===== config.mk =====
export PLATFORM = sky130hd
export DESIGN_NAME = hazard_unit
export DESIGN_NICKNAME = d
export VERILOG_FILES = /design/src/rtl/hazard_unit.sv
export SDC_FILE = /design/constraint.sdc
export NUM_CORES = 1
export LEC_CHECK = 0
export BUFFER_PORTS_ARGS = -buffer_cell sky130_fd_sc_hd__buf_2
export CELL_PAD_IN_SITES_DETAIL_PLACEMENT = 0
export CELL_PAD_IN_SITES_GLOBAL_PLACEMENT = 1
export CORE_MARGIN = 4
export CORE_UTILIZATION = 20
export DETAILED_ROUTE_END_ITERATION = 10
export GPL_ROUTABILITY_DRIVEN = 0
export PLACE_DENSITY = 0.82
export SYNTH_ARGS = -nofsm -noshare
export SYNTH_HDL_FRONTEND = slang
export SYNTH_SLANG_ARGS = --single-unit

===== constraint.sdc =====
create_clock -name clk -period 1.7 [get_ports clk]
set_input_delay 0.34 -clock clk [delete_from_list [all_inputs] [get_ports clk]]
set_output_delay 0.34 -clock clk [all_outputs]
set_load 0.005 [all_outputs]

===== src/rtl/hazard_unit.sv =====
// ID-stage hazard controller: load-use stall, memory-busy freeze and branch flush (held across freezes).
// Define HAZARD_PERF_EN to add the stall_cnt / flush_cnt performance counters.
module hazard_unit #(
    parameter int REG_ADDR_WIDTH = 5,
    parameter int OPCODE_WIDTH   = 7
) (
    input  logic                      clk,
    input  logic                      rst,
    input  logic [OPCODE_WIDTH-1:0]   id_opcode,
    input  logic [REG_ADDR_WIDTH-1:0] id_rs1,
    input  logic [REG_ADDR_WIDTH-1:0] id_rs2,
    input  logic                      idex_memread,
    input  logic [REG_ADDR_WIDTH-1:0] idex_rd,
    input  logic                      pcsrc,
    input  logic                      mem_busy,
    output logic                      pcwrite,
    output logic                      ifidwrite,
    output logic                      clearcontrol,
    output logic                      ifidflush,
    output logic                      pipe_hold
`ifdef HAZARD_PERF_EN
    ,
    output logic [31:0]               stall_cnt,
    output logic [31:0]               flush_cnt
`endif
);

    localparam logic [1:0] RUN        = 2'd0;
    localparam logic [1:0] HOLD       = 2'd1;
    localparam logic [1:0] FLUSH_PEND = 2'd2;

    logic [1:0] state_reg;
    logic [1:0] state_next;
    logic       uses_rs1;
    logic       uses_rs2;
    logic       load_use;

    always_comb begin
        uses_rs1 = 1'b0;
        uses_rs2 = 1'b0;
        if (id_opcode[1:0] == 2'b11) begin
            case (id_opcode[6:2])
                5'b01100, 5'b01000, 5'b11000: begin
                    uses_rs1 = 1'b1;
                    uses_rs2 = 1'b1;
                end
                5'b11001, 5'b00000, 5'b00100: uses_rs1 = 1'b1;
                default: ;
            endcase
        end
    end

    assign load_use = idex_memread && (idex_rd != '0) &&
                      ((uses_rs1 && (idex_rd == id_rs1)) || (uses_rs2 && (idex_rd == id_rs2)));

    always_comb begin
        pcwrite      = 1'b1;
        ifidwrite    = 1'b1;
        clearcontrol = 1'b0;
        ifidflush    = 1'b0;
        pipe_hold    = 1'b0;
        state_next   = state_reg;
        if (!rst) begin
            pcwrite      = 1'b0;
            ifidwrite    = 1'b0;
            clearcontrol = 1'b1;
        end else if (mem_busy) begin
            pcwrite   = 1'b0;
            ifidwrite = 1'b0;
            pipe_hold = 1'b1;
            // A pending flush already owns the next release; later pcsrc is ignored.
            if (state_reg != FLUSH_PEND)
                state_next = pcsrc ? FLUSH_PEND : HOLD;
        end else if ((state_reg == FLUSH_PEND) || pcsrc) begin
            ifidflush    = 1'b1;
            clearcontrol = 1'b1;
            state_next   = RUN;
        end else if (load_use) begin
            pcwrite      = 1'b0;
            ifidwrite    = 1'b0;
            clearcontrol = 1'b1;
            state_next   = RUN;
        end else begin
            state_next = RUN;
        end
    end

    always_ff @(posedge clk or negedge rst) begin
        if (!rst)
            state_reg <= RUN;
        else
            state_reg <= state_next;
    end

`ifdef HAZARD_PERF_EN
    logic [31:0] stall_cnt_reg;
    logic [31:0] flush_cnt_reg;

    // A stall cycle is either a freeze or a load-use bubble (PC held while ID/EX is cleared).
    always_ff @(posedge clk or negedge rst) begin
        if (!rst) begin
            stall_cnt_reg <= '0;
            flush_cnt_reg <= '0;
        end else begin
            if (pipe_hold || (clearcontrol && !pcwrite))
                stall_cnt_reg <= stall_cnt_reg + 32'd1;
            if (ifidflush)
                flush_cnt_reg <= flush_cnt_reg + 32'd1;
        end
    end

    assign stall_cnt = stall_cnt_reg;
    assign flush_cnt = flush_cnt_reg;
`endif

endmodule


==> reports/results.tsv, run 1 <==
metric	value	unit
cts_buffer_depth	2	
synth_top_family_by_area	XOR/XNOR gates	
crit_path_max_fanout	2	
finalCriticalPeriod	1.78	ns
path_clk_slew	0.03	ns
synthSimpleGateAreaFrac	23.8	%
coreArea	1350	um2
post-route-period-util	105	%
grtUsageTotal	8.65	%
synth_xor_area_share	29.2	%
clock-sinks	2	
finalHoldViolCount	0	
grt_pass1_wl	1390	um
num_io_pins	32	
grt.met3_usage	2.68	%
syn_area	300	um2
cp_slowest_cell	o41ai_2	
whs	0.433	ns
hpwl	834	um
grt-busiest-layer	met2	
overflow	0	
die-area	2190	um2
crit_arrival	1.44	ns
vias	395	
synthCells	39	
switchingPower	0.0747	mW
layout-drive-gt1-share	50.7	%
multi_input_area	235	um2
r2r_setup_slack	0.69	ns
ff_latch_area	50.0	um2
internal-power	0.191	mW
seq_power_share	21.4	%
met1_usage	9.84	%
cap_violations	0	
muxShareOfSynthArea	0	%
syn_avg_cell_area	7.70	um2
synth-edff-count	0	
synth_top_area_share	20.4	%
drtPass1Iterations	4	
cellLeakagePower	0.281	nW
route.detailed.drc	0	
postCtsSetupBuffers	0	
area_delta_synth_final	73.3	%
violations	setup timing	
routed_wirelength	937	um
rsz0062_at_grt	true	
crit_required	1.36	ns
cts_buffers	3	
tightestPinTransition	0.290	ns
status	complete, but fails checks	
nNetsFinal	104	
htreeDepth	1	
drt-vias-per-instance	4.39	
synth_fp_nets	66	
max-vdd-ir-drop	0.169	mV
yosysUniqueCellTypes	20	
dieWidth	46.8	um
use_met2	15.1	%
crit_path_start_kind	input port	
grt_max_degree	6	
final_common_cell	buf_2	
port_buffers	31	
cp.buffers_inverters	2	
drtIter0Drc	6	
ys_seq_elements	2	
worstSetupPathType	input port to output port	
wire_per_inst	10.4	um
placementRows	13	
power_density	511	nW/um2
synthAdderAreaFrac	0	%
initial_core_util	22.2	%
layout_common_cells	buf_2, xor2_1, nor2_1	
critPathCaptureType	output port	
synth-compound-area-share	25.4	%
antenna_found_initial	0	
drv_slew	0	
crit_chain	buf_6, a21o_1, nor3b_2, nand3_1, o41ai_2, a31oi_1, buf_2	
cpLargestDelayFamily	compound AO/OA/AOI/OAI gates	
min_path_type	input port to flip-flop	
largest_reg_flops	2	
root_buffer	clkbuf_4	
cts_tree	built	
fin_skew	0.00221	ns
combPwrFrac	40.6	%
seq_area_frac_synth	16.7	%
clkPwrFrac	38.0	%
postSynth.asyncResetShare	100	%
clk_latency	0.22	ns
yosys.area.top_type	xor2_1	
slowest_delay	0.25	ns
die_height	46.8	um
fmax	561	MHz
swShare	28.1	%
ant_nets	0	
netlist_top_cells_area	xor2_1, dfrtp_1, xnor2_1, nor2_1, o41ai_2	
setup_ws	-0.0828	ns
yosys_warnings	0	
fin_util	38.6	%
ys.flop_type	dfrtp_1	
final.fill_count	144	
relSlewSlack	80.4	%
antenna_cells	0	
setup_viol	3	
grt_pass1_vias	377	
-- timing repair --
action,in CTS,in global routing
hold buffers,1,0
pin swaps,1,1
setup endpoints to repair,3,3
endpoints found under the hold margin,2,0
gates resized for setup,1,0
-- routing by layer --
metal  part of all wire [%]  up-vias  wire length (um)
met1                     38      172               359
met2                     54       12               503
met4                      0        0                 0
met5                      0        -                 0
met3                    7.9        0                74
li1                       -      211                 -
-- worst register-to-register path, delay by kind of cell (launching register included) --
family	cells	cell delay, ns
buf+inv	1	0.14
flops	1	0.37
compound gates	1	0.17
simple gates	2	0.22
-- cells in the mapped netlist (2+ instances only) --
library cell,count
nand2_1,2
o21ai_0,2
xor2_1,7
nor2_1,5
xnor2_1,3
a21oi_1,2
dfrtp_1,2
nand3_1,2
nor3_1,2
inv_1,2
-- power by group through the flow --
stage	Sequential [mW]	Clock [mW]	Combinational (mW)
finish	0.0570	0.101	0.108
global route	0.0575	0.108	0.120
CTS	0.0570	0.105	0.109
detailed placement	0.0575	0	0.105
global placement	0.0574	0	0.105
floorplan	0.0565	0	0.0493
-- final cells by class --
class / count / area share [%]
tap: 15 / 3.61
inverter: 2 / 1.44
clock buffer: 3 / 4.33
sequential: 2 / 9.62
timing repair buffer: 34 / 35.8
multi-input combinational: 34 / 45.2
-- stage by stage --
| step | power, mW | area (um2) | setup slack (ns) | std cells | setup TNS, ns |
|---|---|---|---|---|---|
| after detailed placement | 0.163 | 482 | -0.115 | 86 | -0.327 |
| after CTS | 0.271 | 520 | -0.0975 | 90 | -0.271 |
| after floorplan | 0.106 | 300 | 0.0409 | 39 | 0 |
| after global placement | 0.163 | 482 | -0.0834 | 86 | -0.229 |
| after global routing | 0.286 | 520 | -0.174 | 90 | -0.506 |
| final | 0.266 | 520 | -0.0828 | 90 | -0.232 |
-- cell families after synthesis --
family                 Yosys count
AO/OA/AOI/OAI                   10
flip-flops                       2
AND/OR/NAND/NOR                 14
buffers and inverters            3
XOR/XNOR                        10
-- final timing paths --
check                      cells after the start          from      endpoint
max                                            7  id_opcode[6]     ifidwrite
min                                            3         pcsrc  state_reg[1]
max reg2reg                                    4  state_reg[0]  state_reg[0]
min reg2reg                                    1  state_reg[1]  state_reg[1]
max in group asynchronous                      2           rst  state_reg[1]
min in group asynchronous                      2           rst  state_reg[0]
Power figures use the tool's default switching activity.
==> run 2, diff against run 1 <==
--- a/config.mk
+++ b/config.mk
@@ -5,11 +5,13 @@
 export SDC_FILE = /design/constraint.sdc
 export NUM_CORES = 1
 export LEC_CHECK = 0
+export ABC_AREA = 1
 export BUFFER_PORTS_ARGS = -buffer_cell sky130_fd_sc_hd__buf_2
 export CELL_PAD_IN_SITES_DETAIL_PLACEMENT = 0
 export CELL_PAD_IN_SITES_GLOBAL_PLACEMENT = 1
+export CORE_ASPECT_RATIO = 0.8
 export CORE_MARGIN = 4
-export CORE_UTILIZATION = 20
+export CORE_UTILIZATION = 21
 export DETAILED_ROUTE_END_ITERATION = 10
 export GPL_ROUTABILITY_DRIVEN = 0
 export PLACE_DENSITY = 0.82
==> run 2 against run 1 <==
The run now ends clean. Cell area increased by 19%. Clock skew increased by 0.0019 ns. Total power increased by 2.2%. Register-to-register slack improved by 0.14 ns. Critical path depth increased by 4. Via count up 36%. First-iteration DRC count rose by 50%. Setup slack improved by 0.23 ns. Synthesized cell count grew 120%. Clock power hardly changed. Flip-flop and latch count unchanged. Routed wire length up 15%. Critical path type unchanged. Largest cell class unchanged.
==> reports/results.tsv, run 2 <==
metric	value	unit
status	finished clean	
syn_avg_cell_area	4.77	um2
num_io_pins	32	
root_buffer	clkbuf_4	
synth_fp_nets	111	
path_depth	11	
yosys_warnings	0	
overflow	0	
wire_per_inst	7.72	um
placementRows	13	
setup_tns	0	ns
relSlewSlack	86.3	%
power_density	439	nW/um2
ys_seq_elements	2	
cts_buffer_depth	2	
seq_power_share	19.9	%
seq_area_frac_synth	12.5	%
netlist_top_cells_area	nand2_1, inv_1, dfrtp_1, nor2_1, o21ai_0	
clk_latency	0.22	ns
rsz0062_at_grt	false	
cap_violations	0	
final_common_cell	nand2_1	
hpwl	981	um
cts_tree	built	
crit_chain	buf_2, inv_1, o21ai_0, nand2_1, nor2_1, nand2_1, nand2_1, nand2_2, nand2_1, nand2_1, buf_2	
post-route-period-util	91.6	%
yosys.cell_count.top_type	nand2_1	
critPathCaptureType	output port	
ys.flop_type	dfrtp_1	
clkPwrFrac	37.8	%
grt_pass1_vias	469	
drt-vias-per-instance	3.84	
drtPass1Iterations	4	
cp.buffers_inverters	3	
r2r-start	state_reg[0]	
grt_max_degree	5	
finalCriticalPeriod	1.56	ns
grtUsageTotal	8.29	%
internal-power	0.184	mW
crit_required	1.36	ns
layout_common_cells	nand2_1, buf_2, inv_1	
grt_pass1_wl	1730	um
ant_nets	0	
routed_wirelength	1080	um
min_path_type	input port to flip-flop	
crit_end	ifidwrite	
clock-sinks	2	
reg2reg_depth	4	
dieWidth	56.8	um
antenna_found_initial	0	
antenna_cells	0	
combPwrFrac	42.4	%
crit_arrival	1.22	ns
nNetsFinal	147	
postSynth.asyncResetShare	100	%
fmax	642	MHz
setup_viol	0	
layout-drive-gt1-share	36.4	%
switchingPower	0.0874	mW
syn_area	400	um2
fin_skew	0.00414	ns
cp_slowest_cell	o21ai_0	
synth-edff-count	0	
coreArea	1710	um2
worstSetupPathType	input port to output port	
vias	537	
r2r_setup_slack	0.83	ns
die_height	47.1	um
slowest_delay	0.15	ns
crit_path_start_kind	input port	
fin_util	36.3	%
path_clk_slew	0.03	ns
port_buffers	31	
regToRegEndpoint	state_reg[1]	
swShare	32.2	%
finalHoldViolCount	0	
crit_path_frequent_cell	nand2_1	
route.detailed.drc	0	
cellLeakagePower	0.423	nW
cpLargestDelayFamily	simple AND/OR/NAND/NOR gates	
synth_common_cells	nand2_1, inv_1, nor2_1	
area_delta_synth_final	54.7	%
drtIter0Drc	9	
tightestPinTransition	0.204	ns
synthCells	84	
drv_slew	0	
initial_core_util	23.4	%
yosysUniqueCellTypes	16	
worstSetupStartpoint	id_opcode[5]	
synth_top_area_share	31.9	%
largest_reg_flops	2	
cts_buffers	3	
crit_path_max_fanout	2	
htreeDepth	1	
yosys.area.top_type	nand2_1	
die-area	2670	um2
max-vdd-ir-drop	0.313	mV
[run 2: power groups by stage]
stage / Combinational (mW) / Clock (mW) / Sequential (mW)
6_report: 0.115 / 0.103 / 0.0540
5_1_grt: 0.133 / 0.111 / 0.0545
4_1_cts: 0.114 / 0.108 / 0.0540
3_5_place_dp: 0.112 / 0 / 0.0545
3_3_place_gp: 0.111 / 0 / 0.0544
2_1_floorplan: 0.0592 / 0 / 0.0543
[run 2: worst min-delay path by stage]
stage	start	endpoint	depth (start not counted)
3_3_place_gp	rst	state_reg[1]	1
6_report	pcsrc	state_reg[1]	3
5_1_grt	pcsrc	state_reg[1]	3
3_5_place_dp	rst	state_reg[1]	1
4_1_cts	pcsrc	state_reg[1]	3
2_1_floorplan	rst	state_reg[0]	0
[run 2: logic make-up after synthesis]
| family | synth area share [%] |
|---|---|
| AOI/OAI and AO/OA | 9.69 |
| buffers and inverters | 22.5 |
| xor gates and xnor gates | 4.38 |
| DFF | 12.5 |
| and+or+nand+nor | 50.9 |
[run 2: routing by layer]
layer / track usage (%) / vias up / wire length [um]
li1: - / 314 / -
met1: 11.1 / 209 / 505
met2: 12.9 / 14 / 484
met3: 2.47 / 0 / 90
met4: 2.78 / 0 / 0
met5: 0 / - / 0
[run 2: layout make-up]
type | instances | area (um2)
Clock buffer | 3 | 22.5
Sequential cell | 2 | 50.0
Timing Repair Buffer | 32 | 165
Tap cell | 22 | 27.5
Multi-Input combinational cell | 59 | 272
Fill cell | 207 | 1090
Inverter | 22 | 82.6
[run 2: per-stage QoR]
step	setup slack [ns]	area, um2	instances	hold WS, ns	total power, mW
final	0.143	619	140	0.403	0.272
after global routing	0.00731	619	140	0.425	0.299
after CTS	0.0696	608	140	0.392	0.276
after detailed placement	0.0706	576	136	0.143	0.166
after global placement	0.0714	576	136	0.140	0.166
after floorplan	0.307	400	84	0.0444	0.113
[run 2: worst min-delay path: stages]
cell and delay [ns]:
buf_2 0.09, nand3_1 0.06, o21ai_0 0.08
[run 2: what timing repair did]
| item | 4_1_cts | 5_1_grt |
|---|---|---|
| hold buffers | 1 | 0 |
| buffers inserted | 0 | 0 |
| gates resized for setup | 0 | 2 |
| endpoints found under the setup margin | 0 | 3 |
| hold endpoints to repair | 2 | 0 |
